$ cat src/rtl/y86_pkg.sv
// Shared Y86-64 definitions for the pipeline controller.
// Holds the instruction codes, register/status encodings, the controller
// state enum and a helper that classifies a status as exceptional.
package y86_pkg;

  // Instruction codes
  localparam logic [3:0] I_HALT   = 4'h0;
  localparam logic [3:0] I_NOP    = 4'h1;
  localparam logic [3:0] I_CMOVXX = 4'h2;
  localparam logic [3:0] I_IRMOVQ = 4'h3;
  localparam logic [3:0] I_RMMOVQ = 4'h4;
  localparam logic [3:0] I_MRMOVQ = 4'h5;
  localparam logic [3:0] I_OPQ    = 4'h6;
  localparam logic [3:0] I_JXX    = 4'h7;
  localparam logic [3:0] I_CALL   = 4'h8;
  localparam logic [3:0] I_RET    = 4'h9;
  localparam logic [3:0] I_PUSHQ  = 4'hA;
  localparam logic [3:0] I_POPQ   = 4'hB;

  // "No register" marker
  localparam logic [3:0] RNONE = 4'hF;

  // Status codes
  localparam logic [2:0] S_AOK = 3'd1;
  localparam logic [2:0] S_HLT = 3'd2;
  localparam logic [2:0] S_ADR = 3'd3;
  localparam logic [2:0] S_INS = 3'd4;

  // Controller state
  typedef enum logic [1:0] {
    ST_RUN   = 2'd0,
    ST_DRAIN = 2'd1,
    ST_HALT  = 2'd2
  } ctrl_state_e;

  // A status that must stop the pipeline
  function automatic logic is_exc(input logic [2:0] s);
    return (s == S_ADR) || (s == S_INS) || (s == S_HLT);
  endfunction

endpackage

$ cat src/rtl/pipe_ctrl_if.sv
// Bundle between the pipeline stage registers and the hazard controller.
// master: pipeline side, drives stage contents/status and receives controls.
// slave : controller side, observes stage contents/status and drives controls.
//   D_icode, d_srcA, d_srcB   decode-stage icode and source registers
//   E_icode, E_dstM, e_Cnd    execute-stage icode, load destination, condition
//   M_icode, m_status         memory-stage icode and post-access status
//   W_status                  status held in the W register
//   F_stall, D_stall, W_stall hold the F / D / W register
//   D_bubble, E_bubble, M_bubble  load a NOP into D / E / M
interface pipe_ctrl_if;

  logic [3:0] D_icode;
  logic [3:0] d_srcA;
  logic [3:0] d_srcB;
  logic [3:0] E_icode;
  logic [3:0] E_dstM;
  logic       e_Cnd;
  logic [3:0] M_icode;
  logic [2:0] m_status;
  logic [2:0] W_status;

  logic       F_stall;
  logic       D_stall;
  logic       D_bubble;
  logic       E_bubble;
  logic       M_bubble;
  logic       W_stall;

  modport master (
    output D_icode, d_srcA, d_srcB, E_icode, E_dstM, e_Cnd,
           M_icode, m_status, W_status,
    input  F_stall, D_stall, D_bubble, E_bubble, M_bubble, W_stall
  );

  modport slave (
    input  D_icode, d_srcA, d_srcB, E_icode, E_dstM, e_Cnd,
           M_icode, m_status, W_status,
    output F_stall, D_stall, D_bubble, E_bubble, M_bubble, W_stall
  );

endinterface

$ cat src/rtl/sat_counter.sv
// Saturating up-counter.
//   clk  in   rising-edge clock
//   rst  in   asynchronous active-high clear
//   inc  in   count enable for this cycle
//   q    out  count value; sticks at all-ones instead of wrapping
module sat_counter #(
  parameter int CNT_W = 32
) (
  input  logic             clk,
  input  logic             rst,
  input  logic             inc,
  output logic [CNT_W-1:0] q
);

  always_ff @(posedge clk or posedge rst) begin
    if (rst) begin
      q <= '0;
    end else if (inc && (q != {CNT_W{1'b1}})) begin
      q <= q + 1'b1;
    end
  end

endmodule

$ cat src/rtl/pipe_ctrl.sv
// Hazard and exception controller for the 5-stage Y86-64 pipeline.
// Drives the stall/bubble controls of the F, D, E, M and W registers every
// cycle (combinational, zero latency), resolves load/use, jXX mispredict and
// ret hazards, stops the pipeline on HLT/ADR/INS and keeps saturating
// performance counters.
//   clk, rst      clock (rising edge), asynchronous active-high reset
//   pif           slave side of pipe_ctrl_if (stage contents in, controls out)
//   halted        sticky "pipeline stopped"
//   final_status  status that caused the halt; AOK while running
//   cycle_cnt     cycles spent in RUN/DRAIN
//   loaduse_cnt   load/use stalls
//   mispred_cnt   mispredicted jumps
//   ret_cnt       cycles bubbling D for a pending ret
module pipe_ctrl
  import y86_pkg::*;
#(
  parameter int CNT_W = 32
) (
  input  logic             clk,
  input  logic             rst,
  pipe_ctrl_if.slave       pif,
  output logic             halted,
  output logic [2:0]       final_status,
  output logic [CNT_W-1:0] cycle_cnt,
  output logic [CNT_W-1:0] loaduse_cnt,
  output logic [CNT_W-1:0] mispred_cnt,
  output logic [CNT_W-1:0] ret_cnt
);

  ctrl_state_e state, next_state;

  logic loaduse;
  logic mispred;
  logic retpend;
  logic m_exc;
  logic w_exc;
  logic active;

  // Hazard terms, evaluated flat from the stage contents
  always_comb begin
    loaduse = ((pif.E_icode == I_MRMOVQ) || (pif.E_icode == I_POPQ)) &&
              (pif.E_dstM != RNONE) &&
              ((pif.E_dstM == pif.d_srcA) || (pif.E_dstM == pif.d_srcB));
    mispred = (pif.E_icode == I_JXX) && !pif.e_Cnd;
    retpend = (pif.D_icode == I_RET) || (pif.E_icode == I_RET) ||
              (pif.M_icode == I_RET);
    m_exc   = is_exc(pif.m_status);
    w_exc   = is_exc(pif.W_status);
  end

  // State register; halted/final_status are captured on the edge into HALT
  always_ff @(posedge clk or posedge rst) begin
    if (rst) begin
      state        <= ST_RUN;
      halted       <= 1'b0;
      final_status <= S_AOK;
    end else begin
      state <= next_state;
      if ((state != ST_HALT) && (next_state == ST_HALT)) begin
        halted       <= 1'b1;
        final_status <= pif.W_status;
      end
    end
  end

  // Next state: an exception reaching W always wins over one still in M
  always_comb begin
    next_state = state;
    case (state)
      ST_RUN: begin
        if (w_exc) begin
          next_state = ST_HALT;
        end else if (m_exc) begin
          next_state = ST_DRAIN;
        end
      end
      ST_DRAIN: begin
        if (w_exc) begin
          next_state = ST_HALT;
        end
      end
      ST_HALT:  next_state = ST_HALT;
      default:  next_state = ST_HALT;
    endcase
  end

  // Controls. The HALT branch reads no pipeline inputs, so unknown values on
  // them cannot leak into the controls once the pipeline has stopped.
  always_comb begin
    pif.F_stall  = 1'b0;
    pif.D_stall  = 1'b0;
    pif.D_bubble = 1'b0;
    pif.E_bubble = 1'b0;
    pif.M_bubble = 1'b0;
    pif.W_stall  = 1'b0;
    if (rst) begin
      pif.F_stall = 1'b1;
      pif.D_stall = 1'b1;
      pif.W_stall = 1'b1;
    end else begin
      case (state)
        ST_RUN, ST_DRAIN: begin
          pif.F_stall  = loaduse | retpend;
          pif.D_stall  = loaduse;
          // a load/use stall holds D, so it must not also be bubbled
          pif.D_bubble = mispred | (retpend & ~loaduse);
          pif.E_bubble = mispred | loaduse;
          // while draining, nothing younger than the faulting op may reach W
          pif.M_bubble = m_exc | w_exc | (state == ST_DRAIN);
          pif.W_stall  = w_exc;
        end
        default: begin
          pif.F_stall  = 1'b1;
          pif.D_stall  = 1'b1;
          pif.E_bubble = 1'b1;
          pif.M_bubble = 1'b1;
          pif.W_stall  = 1'b1;
        end
      endcase
    end
  end

  // Counters only advance while the pipeline is live
  assign active = (state == ST_RUN) || (state == ST_DRAIN);

  sat_counter #(.CNT_W(CNT_W)) u_cycle_cnt (
    .clk (clk),
    .rst (rst),
    .inc (active),
    .q   (cycle_cnt)
  );

  sat_counter #(.CNT_W(CNT_W)) u_loaduse_cnt (
    .clk (clk),
    .rst (rst),
    .inc (active && loaduse),
    .q   (loaduse_cnt)
  );

  sat_counter #(.CNT_W(CNT_W)) u_mispred_cnt (
    .clk (clk),
    .rst (rst),
    .inc (active && mispred),
    .q   (mispred_cnt)
  );

  sat_counter #(.CNT_W(CNT_W)) u_ret_cnt (
    .clk (clk),
    .rst (rst),
    .inc (active && retpend && !loaduse),
    .q   (ret_cnt)
  );

endmodule

$ cat src/flat_wrapper.sv
// flat-port wrapper written by rule: the top's interface ports become plain ports
module pipe_ctrl_flat import y86_pkg::*;
#(
  parameter int CNT_W = 32
)
  (clk, rst, halted, final_status, cycle_cnt, loaduse_cnt, mispred_cnt, ret_cnt, pif_D_icode, pif_d_srcA, pif_d_srcB, pif_E_icode, pif_E_dstM, pif_e_Cnd, pif_M_icode, pif_m_status, pif_W_status, pif_F_stall, pif_D_stall, pif_D_bubble, pif_E_bubble, pif_M_bubble, pif_W_stall);
  pipe_ctrl_if pif_i ();
  input  logic clk;
  input  logic rst;
  output logic halted;
  output logic [2:0] final_status;
  output logic [CNT_W-1:0] cycle_cnt;
  output logic [CNT_W-1:0] loaduse_cnt;
  output logic [CNT_W-1:0] mispred_cnt;
  output logic [CNT_W-1:0] ret_cnt;
  input wire logic [$bits(pif_i.D_icode)-1:0] pif_D_icode;
  input wire logic [$bits(pif_i.d_srcA)-1:0] pif_d_srcA;
  input wire logic [$bits(pif_i.d_srcB)-1:0] pif_d_srcB;
  input wire logic [$bits(pif_i.E_icode)-1:0] pif_E_icode;
  input wire logic [$bits(pif_i.E_dstM)-1:0] pif_E_dstM;
  input wire logic [$bits(pif_i.e_Cnd)-1:0] pif_e_Cnd;
  input wire logic [$bits(pif_i.M_icode)-1:0] pif_M_icode;
  input wire logic [$bits(pif_i.m_status)-1:0] pif_m_status;
  input wire logic [$bits(pif_i.W_status)-1:0] pif_W_status;
  output wire logic [$bits(pif_i.F_stall)-1:0] pif_F_stall;
  output wire logic [$bits(pif_i.D_stall)-1:0] pif_D_stall;
  output wire logic [$bits(pif_i.D_bubble)-1:0] pif_D_bubble;
  output wire logic [$bits(pif_i.E_bubble)-1:0] pif_E_bubble;
  output wire logic [$bits(pif_i.M_bubble)-1:0] pif_M_bubble;
  output wire logic [$bits(pif_i.W_stall)-1:0] pif_W_stall;
  assign pif_i.D_icode = pif_D_icode;
  assign pif_i.d_srcA = pif_d_srcA;
  assign pif_i.d_srcB = pif_d_srcB;
  assign pif_i.E_icode = pif_E_icode;
  assign pif_i.E_dstM = pif_E_dstM;
  assign pif_i.e_Cnd = pif_e_Cnd;
  assign pif_i.M_icode = pif_M_icode;
  assign pif_i.m_status = pif_m_status;
  assign pif_i.W_status = pif_W_status;
  assign pif_F_stall = pif_i.F_stall;
  assign pif_D_stall = pif_i.D_stall;
  assign pif_D_bubble = pif_i.D_bubble;
  assign pif_E_bubble = pif_i.E_bubble;
  assign pif_M_bubble = pif_i.M_bubble;
  assign pif_W_stall = pif_i.W_stall;
  pipe_ctrl #(.CNT_W(CNT_W)) u_core (.clk(clk), .rst(rst), .pif(pif_i), .halted(halted), .final_status(final_status), .cycle_cnt(cycle_cnt), .loaduse_cnt(loaduse_cnt), .mispred_cnt(mispred_cnt), .ret_cnt(ret_cnt));
endmodule
$ cat config.mk
export PLATFORM = sky130hd
export DESIGN_NAME = pipe_ctrl_flat
export DESIGN_NICKNAME = d
export VERILOG_FILES = /design/src/rtl/y86_pkg.sv /design/src/rtl/pipe_ctrl_if.sv /design/src/rtl/sat_counter.sv /design/src/rtl/pipe_ctrl.sv /design/src/flat_wrapper.sv
export SDC_FILE = /design/constraint.sdc
export NUM_CORES = 1
export LEC_CHECK = 0
export ABC_CLOCK_PERIOD_IN_PS = 4510
export CORE_UTILIZATION = 26
export CTS_CLUSTER_DIAMETER = 80
export CTS_CLUSTER_SIZE = 30
export DETAILED_ROUTE_END_ITERATION = 10
export PLACE_DENSITY = 0.56
export SLEW_MARGIN = 20
export SYNTH_ARGS = -nofsm -noshare
export SYNTH_HDL_FRONTEND = slang
export SYNTH_SLANG_ARGS = --single-unit
$ cat constraint.sdc
create_clock -name clk -period 4.51 [get_ports clk]
set_input_delay 0.451 -clock clk [delete_from_list [all_inputs] [get_ports clk]]
set_output_delay 0.451 -clock clk [all_outputs]
set_load 0.02 [all_outputs]
==> impl_metrics.ini <==
[worst_setup_path]
required_ps = 4060
critical_path.cell_chain = clkdlybuf4s50_1, nor3b_1, o211a_1, o21a_4, nor3_2, buf_4, nor2_1, nor2_1, clkdlybuf4s50_1
end_kind = primary output
crit_family = buffers and inverters
arrival_ps = 2840
critPathLaunchType = primary input
max_stage_delay_ps = 550
r2r_slack_ps = 1960
critPathMaxFanout = 10
critPathBufInv = 3
crit_type = in -> out
cpMaxStageDelayCell = clkdlybuf4s50_1

[logic_synthesis]
syn_nets = 638
yosysSeqAreaShare = 0.516
syn-cell-area_mm2 = 0.00650
synth-edff-count = 0
ys_ff_latch = 134
synth_area_per_cell_um2 = 10.8
ys_warn_count = 0
synth-main-ff-cell = dfrtp_1
syn_inst = 601
async_flop_share = 1.00
synthDistinctLibCells = 50

[die]
die_x_um = 160
rows = 57
dieArea_mm2 = 0.0256
start_util = 0.267
die_h_um = 160
ios = 171
coreArea_mm2 = 0.0244

[sta]
fin_ws_ps = 1210
setup_viol = 0
setup_tns_ps = 0
min_period_ps = 3300
finalClockSkew_ps = 8.30
hold_ws_ps = 474
rsz0062_at_grt = false
finalCritPeriodShare = 0.731
max_slew_margin = 0.290
hold_viol_final = 0
worstMarginPinSlew_ps = 1060
slew_viol_final = 0
max_clock_freq_ghz = 0.303

[finish]
area_delta_synth_final_pct = 41.7
layoutNonFillerInstCount = 1127
final_net_count = 826
drive_gt1_frac = 0.0748

[grt]
grt_pass1_vias = 5130
antenna_found_initial = 2
track_usage = 0.139
grt_pass1_wl_mm = 28.1
grt_max_degree = 75
grt_overflow = 0

[cts]
cts_tree = built
cts_sinks = 134
ctsLongestPathBuffers = 2
cts_resized = 0
postCtsHoldBufs = 0
htreeDepth = 4
cts_buffers = 17
clkTransAtPathRegs_ps = 60
root_buffer = clkbuf_16
clock_latency_ps = 410
cts_setup_buffers = 0

[placed_design]
place.gp.congestion = 0.740
dp.cells = 1093
dp.final_hpwl_mm = 12.6
dpl_worst_slack_ps = 1200
portBuffers = 170

[min_path]
hold_class = reg -> reg

[detailed_routing]
wirelength_mm = 17.3
wl_per_cell_um = 15.4
num_vias = 5172
firstDrtPassIters = 4
antenna_left = 0
drcViolationCount = 0
vias_per_cell = 4.59
drt_iter0_drc = 184

[power]
peakVddDrop_uv = 145
power_density_mw_per_mm2 = 309
power_leakage_nw = 3.83

[run_status]
status = completed

[run]
max_cap_violations = 0
## cell type report
| type | count | area, um2 |
|---|---|---|
| clock buffers | 20 | 457 |
| flip-flops and latches | 134 | 3350 |
| multi-input cells | 444 | 3050 |
| well taps | 324 | 405 |
| clock inverters | 12 | 120 |
| diodes | 1 | 2.50 |
| inverters | 15 | 60.1 |
| fillers | 2465 | 15200 |
| repair buffers | 177 | 1770 |
## worst paths after layout
path,cells past startpoint,to,startpoint
max,9,pif_D_bubble,pif_E_icode[2]
min,1,u_core.halted,u_core.halted
max reg2reg,6,u_core.u_ret_cnt.q[1],u_core.u_ret_cnt.q[0]
min reg2reg,1,u_core.halted,u_core.halted
max in group asynchronous,3,u_core.u_mispred_cnt.q[10],rst
min in group asynchronous,3,u_core.state[1],rst
## power by group
group	leakage, nW	internal [W]	total (W)	switching, W
clock	0.272	0.000798	0.00137	0.000575
combinational	1.72	0.000103	0.000212	0.000109
sequential	1.83	0.00123	0.00126	0.0000303
total	3.83	0.00213	0.00285	0.000714
## cells in the mapped netlist, drive strengths merged, types with 3 or more instances
cell type    n  share of area
a21oi        7         0.0054
and2         6         0.0058
and3        27          0.026
and4        16          0.022
buf          4         0.0040
clkbuf       4         0.0023
dfrtp      133           0.51
ha           4         0.0077
inv         15         0.0087
mux2         7          0.012
nand2       50          0.029
nand2b       3         0.0029
nand3       48          0.040
nand4       46          0.044
nor2        39          0.023
nor3        15          0.012
nor3b        4         0.0046
nor4         8          0.014
nor4bb       3         0.0046
o21ai        4         0.0031
xnor2       91           0.12
xor2        39          0.053
## registers in the layout, indices dropped and copies added (netlist names)
signal / flops
u_core.u_loaduse_cnt.q: 32
u_core.halted: 1
u_core.u_cycle_cnt.q: 32
u_core.final_status: 3
u_core.u_mispred_cnt.q: 32
u_core.state: 2
u_core.u_ret_cnt.q: 32
## kinds of logic after synthesis
logic type	after synthesis	share of synthesized area
fa+ha+maj	4	0.00770
simple gates	277	0.242
buf+inv	23	0.0150
mux	8	0.0137
flops	134	0.516
xor+xnor	130	0.175
compound gates	25	0.0306
## per-stage QoR
stage                      util  instance area [um2]  power, W
final                     0.378                 9220   0.00285
after global routing      0.378                 9210   0.00296
after CTS                 0.377                 9190   0.00289
after detailed placement  0.353                 8620   0.00150
after global placement    0.353                 8620   0.00150
after floorplan               -                 6510   0.00138
## cells in the final DEF (no fill, tap or decap), types with 2 or more instances in the layout
cell type          n
nand4_1           46
ha_1               4
a211oi_2           2
dfrtp_1          133
mux2_2             7
nor4_2             2
and3_1            27
clkbuf_16         17
nand3_1           44
nor2b_1            2
nand3_2            4
buf_4              6
nor3b_1            4
inv_6              3
nor3_1            14
clkinv_4           2
clkbuf_8           2
nor4_1             4
xnor2_1           91
inv_1             14
nor2_1            39
o21ai_0            4
nand2_1           50
nor4_4             2
clkinvlp_4         5
nand2b_1           3
or3_1              2
a21oi_1            7
nand3b_1           2
xor2_1            39
and4_1            16
clkdlybuf4s50_1  170
nor4bb_1           3
o211a_1            2
and2_1             6
## per-layer routing
layer | vias to the layer above | track usage | wire, um
met1 | 2538 | 0.181 | 8050
met3 | 11 | 0.0439 | 982
li1 | 2511 | - | -
met5 | - | 0 | 13
met2 | 110 | 0.220 | 8140
met4 | 2 | 0.0377 | 150
## worst reg2reg max path, cell delays in order, from the launching register on
cell and delay (ps):
dfrtp_1 470, ha_1 300, and3_1 210, nand3_1 120
nor3b_1 110, nor4_4 810, mux2_2 420
(Power assumes the default switching activity.)
